**src/rtl/spi_cmd_sequencer.sv**
```systemverilog
// Turns the SPI slave byte stream into register-bank accesses. The first byte of each
// chip-select frame is a command (bit7 = read, low bits = start address), then one access per byte.
module spi_cmd_sequencer #(
    parameter int unsigned ADDR_BITS  = 7,
    parameter int unsigned RD_TIMEOUT = 4,
    parameter logic [7:0]  ERR_BYTE   = 8'hEE,
    parameter logic [7:0]  IDLE_BYTE  = 8'hA5
) (
    input  logic                 MClk,
    input  logic                 USPI_Rst_n,
    input  logic                 Spi_Csel_Active,
    input  logic                 Spi_Start_Msg,
    input  logic [7:0]           Spi_Rx_Byte,
    input  logic                 Spi_Rx_Valid,
    output logic [7:0]           Spi_Tx_Byte,
    output logic                 Spi_Tx_Load,
    output logic [ADDR_BITS-1:0] Reg_Addr,
    output logic [7:0]           Reg_Wdata,
    output logic                 Reg_Wr_Strobe,
    output logic                 Reg_Rd_Strobe,
    input  logic [7:0]           Reg_Rdata,
    input  logic                 Reg_Rd_Valid,
    output logic                 Busy,
    output logic [7:0]           Frame_Count,
    output logic [7:0]           Err_Count
);

    localparam int unsigned          CNT_BITS = $clog2(RD_TIMEOUT + 1);
    localparam logic [CNT_BITS-1:0]  TMO_LAST = CNT_BITS'(RD_TIMEOUT);

    typedef enum logic [2:0] {
        S_IDLE,
        S_CMD,
        S_WR,
        S_RD_REQ,
        S_RD_WAIT,
        S_RD_HOLD
    } state_t;

    state_t               state, state_nxt;
    logic [ADDR_BITS-1:0] addr, addr_nxt, reg_addr_nxt;
    logic [CNT_BITS-1:0]  tmo_cnt, tmo_cnt_nxt;
    logic [7:0]           tx_byte_nxt, wdata_nxt;
    logic                 tx_load_nxt, wr_nxt, rd_nxt;
    logic [1:0]           err_add;
    logic [8:0]           err_sum;

    assign Busy    = (state != S_IDLE);
    assign err_sum = {1'b0, Err_Count} + {7'd0, err_add};

    always_comb begin
        // NOTE: every signal assigned here gets a default first so no path can infer a latch.
        state_nxt    = state;
        addr_nxt     = addr;
        reg_addr_nxt = Reg_Addr;
        wdata_nxt    = Reg_Wdata;
        tmo_cnt_nxt  = tmo_cnt;
        tx_byte_nxt  = Spi_Tx_Byte;
        tx_load_nxt  = 1'b0;
        wr_nxt       = 1'b0;
        rd_nxt       = 1'b0;
        err_add      = 2'd0;

        // A new start pulse outranks everything; a dropped chip select outranks any byte.
        if (Spi_Start_Msg) begin
            state_nxt   = S_CMD;
            tx_byte_nxt = IDLE_BYTE;
            err_add     = {1'b0, (state != S_IDLE)};
        end else if (!Spi_Csel_Active) begin
            state_nxt   = S_IDLE;
            tx_byte_nxt = IDLE_BYTE;
            err_add     = {1'b0, (state == S_CMD)};
        end else begin
            unique case (state)
                S_IDLE: state_nxt = S_IDLE;
                S_CMD: begin
                    if (Spi_Rx_Valid) begin
                        addr_nxt = Spi_Rx_Byte[ADDR_BITS-1:0];
                        if (Spi_Rx_Byte[7]) begin
                            reg_addr_nxt = Spi_Rx_Byte[ADDR_BITS-1:0];
                            rd_nxt       = 1'b1;
                            state_nxt    = S_RD_REQ;
                        end else begin
                            state_nxt = S_WR;
                        end
                    end
                end
                S_WR: begin
                    if (Spi_Rx_Valid) begin
                        wr_nxt       = 1'b1;
                        reg_addr_nxt = addr;
                        wdata_nxt    = Spi_Rx_Byte;
                        addr_nxt     = addr + 1'b1;
                    end
                end
                S_RD_REQ: begin
                    tmo_cnt_nxt = '0;
                    state_nxt   = S_RD_WAIT;
                    err_add     = {1'b0, Spi_Rx_Valid};
                end
                S_RD_WAIT: begin
                    // A host byte and a timeout can land together; both are counted.
                    if (Reg_Rd_Valid) begin
                        tx_byte_nxt = Reg_Rdata;
                        tx_load_nxt = 1'b1;
                        addr_nxt    = addr + 1'b1;
                        state_nxt   = S_RD_HOLD;
                        err_add     = {1'b0, Spi_Rx_Valid};
                    end else if (tmo_cnt == TMO_LAST) begin
                        tx_byte_nxt = ERR_BYTE;
                        tx_load_nxt = 1'b1;
                        addr_nxt    = addr + 1'b1;
                        state_nxt   = S_RD_HOLD;
                        err_add     = 2'd1 + {1'b0, Spi_Rx_Valid};
                    end else begin
                        tmo_cnt_nxt = tmo_cnt + 1'b1;
                        err_add     = {1'b0, Spi_Rx_Valid};
                    end
                end
                S_RD_HOLD: begin
                    if (Spi_Rx_Valid) begin
                        reg_addr_nxt = addr;
                        rd_nxt       = 1'b1;
                        state_nxt    = S_RD_REQ;
                    end
                end
                default: state_nxt = S_IDLE;
            endcase
        end
    end

    // NOTE: sequential state uses non-blocking assignments so every register samples pre-edge values.
    always_ff @(posedge MClk or negedge USPI_Rst_n) begin
        if (!USPI_Rst_n) begin
            state         <= S_IDLE;
            addr          <= '0;
            tmo_cnt       <= '0;
            Reg_Addr      <= '0;
            Reg_Wdata     <= '0;
            Reg_Wr_Strobe <= 1'b0;
            Reg_Rd_Strobe <= 1'b0;
            Spi_Tx_Byte   <= IDLE_BYTE;
            Spi_Tx_Load   <= 1'b0;
            Frame_Count   <= '0;
            Err_Count     <= '0;
        end else begin
            state         <= state_nxt;
            addr          <= addr_nxt;
            tmo_cnt       <= tmo_cnt_nxt;
            Reg_Addr      <= reg_addr_nxt;
            Reg_Wdata     <= wdata_nxt;
            Reg_Wr_Strobe <= wr_nxt;
            Reg_Rd_Strobe <= rd_nxt;
            Spi_Tx_Byte   <= tx_byte_nxt;
            Spi_Tx_Load   <= tx_load_nxt;
            if (Spi_Start_Msg) begin
                Frame_Count <= Frame_Count + 1'b1;
            end
            Err_Count     <= err_sum[8] ? 8'hFF : err_sum[7:0];
        end
    end

endmodule

```
**config.mk**
```make
export PLATFORM = sky130hd
export DESIGN_NAME = spi_cmd_sequencer
export DESIGN_NICKNAME = d
export VERILOG_FILES = /design/src/rtl/spi_cmd_sequencer.sv
export SDC_FILE = /design/constraint.sdc
export NUM_CORES = 1
export LEC_CHECK = 0
export CAP_MARGIN = 20
export CELL_PAD_IN_SITES_DETAIL_PLACEMENT = 1
export CELL_PAD_IN_SITES_GLOBAL_PLACEMENT = 2
export CORE_MARGIN = 4
export CORE_UTILIZATION = 35
export CTS_CLUSTER_DIAMETER = 200
export DETAILED_ROUTE_END_ITERATION = 6
export PLACE_DENSITY_LB_ADDON = 0.15
export SYNTH_ARGS = -nofsm -noshare
export SYNTH_HDL_FRONTEND = slang
export SYNTH_SLANG_ARGS = --single-unit
```
**constraint.sdc**
```tcl
create_clock -name MClk -period 6 [get_ports MClk]
set_clock_uncertainty 0.15 [all_clocks]
set_input_delay 0.9 -clock MClk [delete_from_list [all_inputs] [get_ports MClk]]
set_output_delay 0.9 -clock MClk [all_outputs]
set_load 0.005 [all_outputs]
```
==> impl_metrics.tcl <==
set metrics [dict create \
    criticalPathCategory "in -> reg" \
    routedWlPerCell_um 15.82 \
    cellLeakagePower_nw 1.585 \
    fp.dieW_um 98.64 \
    slowest_stage "clkdlybuf4s50_1" \
    crit_required_ns 6.09 \
    grt_pass1_wl_um 11440 \
    drt_iter0_markers 37 \
    h-tree-depth 2 \
    yosys_warnings 0 \
    vias 2126 \
    worst_slew_pin_slew_ns 0.8124 \
    clock-sinks 55 \
    ys.flop_type "dfrtp_1" \
    insertion_delay_ns 0.30 \
    cp_cell_sequence "clkdlybuf4s50_1 -> ha_1 -> mux2i_1 -> nor2_1 -> a311oi_1 -> a21oi_1 -> ha_1 -> inv_1 -> fa_1 -> nand2b_1 -> nor2_1 -> nand3_1 -> nand2b_1" \
    cts_hold_buf 0 \
    rsz0062_at_grt "false" \
    nets 346 \
    dieArea_um2 9729 \
    grt_max_degree 56 \
    drv_slew 0 \
    area_growth_pct 28.24 \
    viasPerCell 5.086 \
    synth_area_per_cell_um2 11.36 \
    power.density_nw_per_um2 301.5 \
    ir_drop_uv 146.6 \
    finalHoldViolCount 0 \
    relSlewSlack_pct 45.73 \
    seq_area_um2 1381 \
    ys_seq_area_share_pct 48.04 \
    numCtsBuffers 5 \
    start_util_pct 36.64 \
    ant_nets 0 \
    synth_nets 283 \
    grt_use_total_pct 14.21 \
    num-fill-cells 881 \
    syn_inst 253 \
    synth_cell_types 55 \
    cp-end-kind "flip-flop" \
    cts_tree "yes" \
    multiInputGateArea_um2 1384 \
    fmax_ghz 0.2864 \
    period_minus_slack_ns 3.491 \
    cts.clk_slew.worst_paths_ns 0.09 \
    maxCapViolations 0 \
    clock_tree.root_cell "clkbuf_8" \
    gp_congestion 0.7322 \
    fin_util_pct 46.99 \
    grt-ovfl-total 0 \
    grt_pass1_vias 2315 \
    hold_path.class "reg -> reg" \
    fin_tns_setup_ns 0 \
    n_antenna_cell 0 \
    synth_edf_count 0 \
    crit_arrival_ns 3.58 \
    cts_setup_buffers 0 \
    clock_path_buffers 2 \
    dp.final_hpwl_um 4818 \
    die-height_um 98.64 \
    synth.cell_area_um2 2875 \
    rr_worst_depth 15 \
    antenna_found_initial 0 \
    finalSetupViolCount 0 \
    whs_path_depth 1 \
    cts_resized 0 \
    rows 32 \
    wl_um 6612 \
    status "finished clean" \
    io_buffers 64 \
    worstPathMaxFanout 8 \
    power.total_mw 1.112 \
    drive_above_1_share_pct 14.56 \
    async_flop_share_pct 100.0 \
    cpPeakStageDelay_ns 0.57 \
    io_pins 65 \
    drc 0 \
    core_area_um2 7848 \
    dr.pass1.iters 2 \
    finalCritPeriodShare_pct 58.19 \
    ys_ff_latch 55 \
    cp-start-kind "input port" \
]
cells in the final DEF (no fill, tap or decap), drive strengths merged, types with 2 or more instances in the layout:
cell and n:
a211oi 3, a21o 3, a21oi 8, a2bb2oi 5, a311oi 4, and2 2
and3 4, buf 3, clkbuf 6, clkdlybuf4s50 63, dfrtp 51, dfstp 4
ha 7, inv 11, mux2 27, mux2i 5, nand2 24, nand2b 3
nand3 10, nand3b 6, nand4 6, nor2 13, nor2b 2, nor3 6
nor3b 3, o21ai 5, o22ai 3, xnor2 7, xor2 7
power by group:
group / switching [mW] / internal [mW] / leakage (nW)
logic: 0.122 / 0.213 / 0.843
clock network: 0.114 / 0.123 / 0.0513
registers: 0.0873 / 0.452 / 0.691
total: 0.324 / 0.788 / 1.59
logic make-up (layout without fill, tap and decap cells):
family,Yosys count,in the layout,share of synthesized area (%)
buffers and inverters,21,84,3.830
AND/OR/NAND/NOR,84,84,16.75
AO/OA/AOI/OAI,39,39,9.878
adder cells (fa/ha/maj),8,8,3.742
flip-flops,55,55,48.04
XOR/XNOR,14,14,4.526
multiplexers,32,32,13.23
per-stage QoR:
step | cell area [um^2] | hold slack [ns] | std cells | setup WS, ns
after floorplan | 2875 | 0.3183 | 253 | 2.867
after global placement | 3585 | 0.3128 | 411 | 2.235
after detailed placement | 3585 | 0.3344 | 411 | 2.170
after CTS | 3687 | 0.3479 | 418 | 2.487
after global routing | 3687 | 0.3583 | 418 | 2.239
final | 3687 | 0.3350 | 418 | 2.509
area by class of cell:
class | count | area share (%)
multi-input cells | 177 | 37.53
flip-flops and latches | 55 | 37.46
repair buffers | 66 | 17.65
well taps | 102 | 3.461
clock buffers | 6 | 1.968
inverters | 11 | 1.120
clock inverters | 1 | 0.8144
worst max-delay path: cells and delay by family:
family / cells / cell delay [ns]
mux: 1 / 0.06
fa+ha+maj: 3 / 0.96
simple gates: 5 / 0.78
compound gates: 2 / 0.24
buf+inv: 2 / 0.63
routing by layer:
layer / wire (um) / GRT usage, %
met3: 221 / 2.548
met2: 3338 / 24.86
met4: 66 / 3.466
met5: 0 / 0
met1: 2985 / 18.21
cells in the mapped netlist (all sizes together), types with 4 or more instances:
master / instances / area, um^2
a311oi: 4 / 35.03
nand3: 10 / 50.05
and3: 4 / 25.02
mux2i: 5 / 50.05
nor3: 6 / 30.03
dfrtp: 51 / 1276
xnor2: 7 / 68.82
nand2: 24 / 90.09
a2bb2oi: 5 / 43.79
dfstp: 4 / 105.1
nand3b: 6 / 45.04
inv: 11 / 41.29
o21ai: 5 / 28.77
ha: 7 / 87.58
xor2: 7 / 61.31
a21oi: 8 / 40.04
nand4: 6 / 43.79
nor2: 13 / 58.81
buf: 8 / 61.31
mux2: 27 / 330.3
registers in the layout, indices dropped and copies added (netlist names):
signal / flops
Err_Count: 8
Frame_Count: 8
Reg_Addr: 7
Reg_Rd_Strobe: 1
Reg_Wdata: 8
Reg_Wr_Strobe: 1
Spi_Tx_Byte: 8
Spi_Tx_Load: 1
addr: 7
state: 3
tmo_cnt: 3
final timing paths:
path                                startpoint        endpoint  slack [ns]
max in group asynchronous           USPI_Rst_n      tmo_cnt[2]        4.65
worst min register to register  Frame_Count[7]  Frame_Count[7]        0.33
worst max register to register      tmo_cnt[0]    Err_Count[0]        2.93
min in group asynchronous           USPI_Rst_n     Reg_Addr[2]        0.58
worst max-delay path              Spi_Rx_Valid    Err_Count[0]        2.51
worst min-delay path            Frame_Count[7]  Frame_Count[7]        0.33
Note: power is estimated with default switching activity, not from simulation.
